==> src/rtl/mask_match_sequencer_pkg.sv <==
// Shared definitions for the mask match sequencer: geometry, FSM encoding and
// the rank helper used to turn a bit position into a compressed-stream index.
package mask_match_sequencer_pkg;

  localparam int BITMASK_LENGTH = 16;
  localparam int INDEX_BITWIDTH = 5;
  localparam int MAX_NUM_OUTPUT = 2;
  localparam int COUNT_BITWIDTH = 2;

  typedef enum logic {
    IDLE = 1'b0,
    SCAN = 1'b1
  } state_t;

  // Number of set bits strictly below pos, i.e. the rank of element pos in the compressed stream.
  function automatic logic [INDEX_BITWIDTH-1:0] popcount_below(
    input logic [BITMASK_LENGTH-1:0] mask,
    input logic [INDEX_BITWIDTH-1:0] pos
  );
    logic [INDEX_BITWIDTH-1:0] cnt;
    cnt = '0;
    for (int i = 0; i < BITMASK_LENGTH; i++) begin
      if (i < int'(pos)) begin
        cnt = cnt + {{(INDEX_BITWIDTH-1){1'b0}}, mask[i]};
      end
    end
    return cnt;
  endfunction

endpackage

==> src/rtl/mask_match_sequencer_picker.sv <==
// Combinational picker: finds the next few matched positions at or above the
// scan cursor and reports their W/A ranks, how many were found and where to resume.
module mask_pair_picker
  import mask_match_sequencer_pkg::*;
(
  input  logic [BITMASK_LENGTH-1:0]                i_mutual,
  input  logic [BITMASK_LENGTH-1:0]                i_maskW,
  input  logic [BITMASK_LENGTH-1:0]                i_maskA,
  input  logic [INDEX_BITWIDTH-1:0]                i_startIndex,
  output logic [INDEX_BITWIDTH*MAX_NUM_OUTPUT-1:0] o_rankW,
  output logic [INDEX_BITWIDTH*MAX_NUM_OUTPUT-1:0] o_rankA,
  output logic [COUNT_BITWIDTH-1:0]                o_count,
  output logic [INDEX_BITWIDTH-1:0]                o_nextStartIndex,
  output logic                                     o_lastFlag
);

  logic w_found;
  int   w_sel;
  int   w_cursor;

  // Each slot takes the lowest remaining match above the cursor, then the cursor moves past it.
  always_comb begin
    o_rankW          = '0;
    o_rankA          = '0;
    o_count          = '0;
    o_nextStartIndex = i_startIndex;
    w_cursor         = int'(i_startIndex);
    w_found          = 1'b0;
    w_sel            = 0;
    for (int k = 0; k < MAX_NUM_OUTPUT; k++) begin
      w_found = 1'b0;
      w_sel   = 0;
      for (int p = 0; p < BITMASK_LENGTH; p++) begin
        if (!w_found && (p >= w_cursor) && i_mutual[p]) begin
          w_found = 1'b1;
          w_sel   = p;
        end
      end
      if (w_found) begin
        o_rankW[k*INDEX_BITWIDTH +: INDEX_BITWIDTH] = popcount_below(i_maskW, INDEX_BITWIDTH'(w_sel));
        o_rankA[k*INDEX_BITWIDTH +: INDEX_BITWIDTH] = popcount_below(i_maskA, INDEX_BITWIDTH'(w_sel));
        o_count          = o_count + 1'b1;
        w_cursor         = w_sel + 1;
        o_nextStartIndex = INDEX_BITWIDTH'(w_sel + 1);
      end
    end
    o_lastFlag = ((i_mutual >> o_nextStartIndex) == '0);
  end

endmodule

==> src/rtl/mask_match_sequencer.sv <==
// Sequential cluster sparsity matcher: latches a W/A mask pair, then emits the
// matched positions as compressed-stream ranks over one or more output beats.
module mask_match_sequencer
  import mask_match_sequencer_pkg::*;
(
  input  logic                                     i_clock,
  input  logic                                     i_reset,
  input  logic                                     i_valid,
  output logic                                     o_ready,
  input  logic [BITMASK_LENGTH-1:0]                i_bitmaskW,
  input  logic [BITMASK_LENGTH-1:0]                i_bitmaskA,
  output logic                                     o_valid,
  input  logic                                     i_ready,
  output logic [INDEX_BITWIDTH*MAX_NUM_OUTPUT-1:0] o_matchIdxW,
  output logic [INDEX_BITWIDTH*MAX_NUM_OUTPUT-1:0] o_matchIdxA,
  output logic [COUNT_BITWIDTH-1:0]                o_matchCount,
  output logic                                     o_matchLast
);

  state_t r_state;
  state_t w_nextState;

  logic [BITMASK_LENGTH-1:0] r_maskW;
  logic [BITMASK_LENGTH-1:0] r_maskA;
  logic [BITMASK_LENGTH-1:0] r_mutual;
  logic [INDEX_BITWIDTH-1:0] r_startIndex;

  logic                                     w_transfer;
  logic                                     w_load;
  logic [INDEX_BITWIDTH*MAX_NUM_OUTPUT-1:0] w_rankW;
  logic [INDEX_BITWIDTH*MAX_NUM_OUTPUT-1:0] w_rankA;
  logic [COUNT_BITWIDTH-1:0]                w_count;
  logic [INDEX_BITWIDTH-1:0]                w_nextStartIndex;
  logic                                     w_lastFlag;

  assign o_ready    = (r_state == IDLE);
  assign w_transfer = i_valid && o_ready;
  // A beat is produced whenever the output register is empty or being drained this cycle.
  assign w_load     = (r_state == SCAN) && (!o_valid || i_ready);

  mask_pair_picker u_picker (
    .i_mutual         (r_mutual),
    .i_maskW          (r_maskW),
    .i_maskA          (r_maskA),
    .i_startIndex     (r_startIndex),
    .o_rankW          (w_rankW),
    .o_rankA          (w_rankA),
    .o_count          (w_count),
    .o_nextStartIndex (w_nextStartIndex),
    .o_lastFlag       (w_lastFlag)
  );

  always_ff @(posedge i_clock) begin
    if (i_reset) begin
      r_state <= IDLE;
    end else begin
      r_state <= w_nextState;
    end
  end

  always_comb begin
    w_nextState = r_state;
    case (r_state)
      IDLE:    if (w_transfer) w_nextState = SCAN;
      SCAN:    if (w_load && w_lastFlag) w_nextState = IDLE;
      default: w_nextState = IDLE;
    endcase
  end

  always_ff @(posedge i_clock) begin
    if (i_reset) begin
      r_maskW      <= '0;
      r_maskA      <= '0;
      r_mutual     <= '0;
      r_startIndex <= '0;
    end else if (w_transfer) begin
      r_maskW      <= i_bitmaskW;
      r_maskA      <= i_bitmaskA;
      r_mutual     <= i_bitmaskW & i_bitmaskA;
      r_startIndex <= '0;
    end else if (w_load) begin
      r_startIndex <= w_nextStartIndex;
    end
  end

  // Output register holds its contents while a beat is stalled; ovalid drops only when drained with nothing new.
  always_ff @(posedge i_clock) begin
    if (i_reset) begin
      o_valid      <= 1'b0;
      o_matchIdxW  <= '0;
      o_matchIdxA  <= '0;
      o_matchCount <= '0;
      o_matchLast  <= 1'b0;
    end else if (w_load) begin
      o_valid      <= 1'b1;
      o_matchIdxW  <= w_rankW;
      o_matchIdxA  <= w_rankA;
      o_matchCount <= w_count;
      o_matchLast  <= w_lastFlag;
    end else if (i_ready) begin
      o_valid      <= 1'b0;
    end
  end

endmodule

==> config.mk <==
export PLATFORM = sky130hd
export DESIGN_NAME = mask_match_sequencer
export DESIGN_NICKNAME = d
export VERILOG_FILES = /design/src/rtl/mask_match_sequencer_pkg.sv /design/src/rtl/mask_match_sequencer_picker.sv /design/src/rtl/mask_match_sequencer.sv
export SDC_FILE = /design/constraint.sdc
export NUM_CORES = 1
export LEC_CHECK = 0
export BUFFER_PORTS_ARGS = -buffer_cell sky130_fd_sc_hd__buf_4
export CAP_MARGIN = 10
export CORE_MARGIN = 5
export CORE_UTILIZATION = 40
export DETAILED_ROUTE_END_ITERATION = 10
export GPL_TIMING_DRIVEN = 0
export PLACE_DENSITY = 0.64
export SETUP_SLACK_MARGIN = 0.1
export SLEW_MARGIN = 15
export SYNTH_ARGS = -nofsm -noshare
export SYNTH_HDL_FRONTEND = slang
export SYNTH_HIERARCHICAL = 1
export SYNTH_SLANG_ARGS = --single-unit
==> constraint.sdc <==
create_clock -name i_clock -period 12.7 [get_ports i_clock]
set_clock_uncertainty 0.05 [all_clocks]
set_input_delay 3.175 -clock i_clock [delete_from_list [all_inputs] [get_ports i_clock]]
set_output_delay 3.175 -clock i_clock [all_outputs]
set_load 0.1 [all_outputs]
==> results.toml <==
[status]
outcome = "finished with violations"
violations = "setup timing"

[sta]
tightest_slew_ns = 1.14
finalHoldViolCount = 0
final.setup.tns_ns = -0.00661
drv_slew = 0
fin_crit_sh_pct = 100
slew_headroom_pct = 23.4
min_period_ns = 12.71
worst_slack_ns = -0.00661
whs_ns = 0.408
setup_viol = 1
rsz0062_at_grt = "true"
max_freq_mhz = 78.7

[worst_setup_path]
path_max_fanout = 8
cp-start-kind = "flop"
ff2ff_path_depth = 77
arrival_ns = 12.93
crit_type = "flop to flop"
cpPeakStageDelay_ns = 0.38
cp_slowest_cell = "xnor3_2"
endpoint_kind = "flop"
crit_top_cell = "buf_4"
cp.required_ns = 12.93

[final_layout]
finalInstanceArea_um2 = 13900
n_antenna_cell = 0
nets = 1755
final_common_cell = "nand2_1"
final_layout_size_suffix_gt1_share_pct = 29.4
syn2layout_area_growth_pct = 29.5
layout_common_cells = "nand2_1 (193), buf_4 (192), a21oi_1 (122), ha_1 (96), nand3_1 (88)"

[floorplanning]
chipWidth_um = 174
core-area_um2 = 26200
start_util_pct = 40.8
row_count = 59
fp.dieH_um = 174
die-area_um2 = 30100
ios = 61

[place]
place_area_um2 = 11600
io_buffer_count = 60
gp_congestion = 0.980
preCtsSetupSlack_ns = -1.97
post-dp-hpwl_mm = 28.7

[drt]
drc = 0
vias_per_cell = 6.02
wl_mm = 38.9
drt-pass1-iter-count = 5
first_iter_violations = 990
vias = 11700
ant_nets = 0
routedWlPerCell_um = 19.9

[global_route]
track_usage_pct = 24.3
grt.overflow.total = 0
antenna_found_initial = 0
grt_pass1_vias = 11200
grt_max_degree = 14
grt_pass1_wl_mm = 59.5

[clock_tree]
h-tree-depth = 3
path_clk_slew_ns = 0.07
cts-buffers-inserted = 9
clk_path_buf_depth = 2
cts_tree = "done"
cts_root_buf = "clkbuf_16"
hold_buffers = 0
worstSkewPairLatency_ns = 0.36
numClockSinks = 76

[logic_synthesis]
synth_nets = 1556
ys_warn_count = 6
netlist_area_um2 = 10700
synthCells = 1409
synth_area_per_cell_um2 = 7.59

[power_and_ir_drop]
power_density_nw_per_um2 = 236
leakage_nw = 5.61
total_power_mw = 3.27
vdd_drop_max_mv = 0.143

[min_path]
hold_class = "flop to flop"
hold_depth = 2

[job]
maxCapViolations = 0
## timing repair
item,in CTS,in global routing
resized for setup,121,94
pin swaps,56,62
endpoints found under the setup margin,10,11
hold endpoints to repair,0,0
buffers inserted,96,33
## sequential cells by signal, indices dropped and copies added, names as in the netlist
name and count:
o_matchIdxA 10, r_maskW 15, r_maskA 15, r_startIndex 5, o_valid 1, o_matchIdxW 10, r_mutual 16, o_matchLast 1
o_matchCount 2, r_state 1
## metal layers
metal,global-route usage (%),part of all wire [%]
met2,39.8,45
met3,5.76,7.9
met4,9.01,3.9
met1,31.1,43
met5,0,0
## final timing paths
check	startpoint	to	slack (ns)
setup / recovery	r_mutual[7]	o_matchIdxA[9]	-0.007
hold / removal	r_mutual[5]	r_mutual[5]	0.41
setup reg to reg	r_mutual[7]	o_matchIdxA[9]	-0.007
hold reg to reg	r_mutual[5]	r_mutual[5]	0.41
## worst max-delay path, delay by kind of cell (launching register included)
| family | cells | cell delay [ns] |
|---|---|---|
| buf+inv | 34 | 4.21 |
| simple gates | 19 | 2.77 |
| compound gates | 12 | 2.50 |
| fa+ha+maj | 6 | 1.30 |
| xor+xnor | 5 | 1.24 |
| flops | 1 | 0.33 |
| mux | 1 | 0.20 |
## per-stage QoR
stage / instances / util [%]
floorplan: 1409 / -
global placement: 1804 / 44.2
detailed placement: 1805 / 44.2
CTS: 1917 / 50.1
global route: 1948 / 52.9
finish: 1948 / 52.9
## cell type report
cell class,instances,area (um2)
clock inverters,5,61.3
inverters,28,113
multi-input cells,1239,9600
clock buffers,11,233
fillers,2422,12400
well taps,335,419
repair buffers,190,1450
plain buffers,64,434
flip-flops and latches,76,1540
## where the power goes
part	internal, mW	switching (mW)
sequential	0.270	0.0409
clock	0.154	0.120
combinational	1.20	1.48
(Power assumes the default switching activity.)
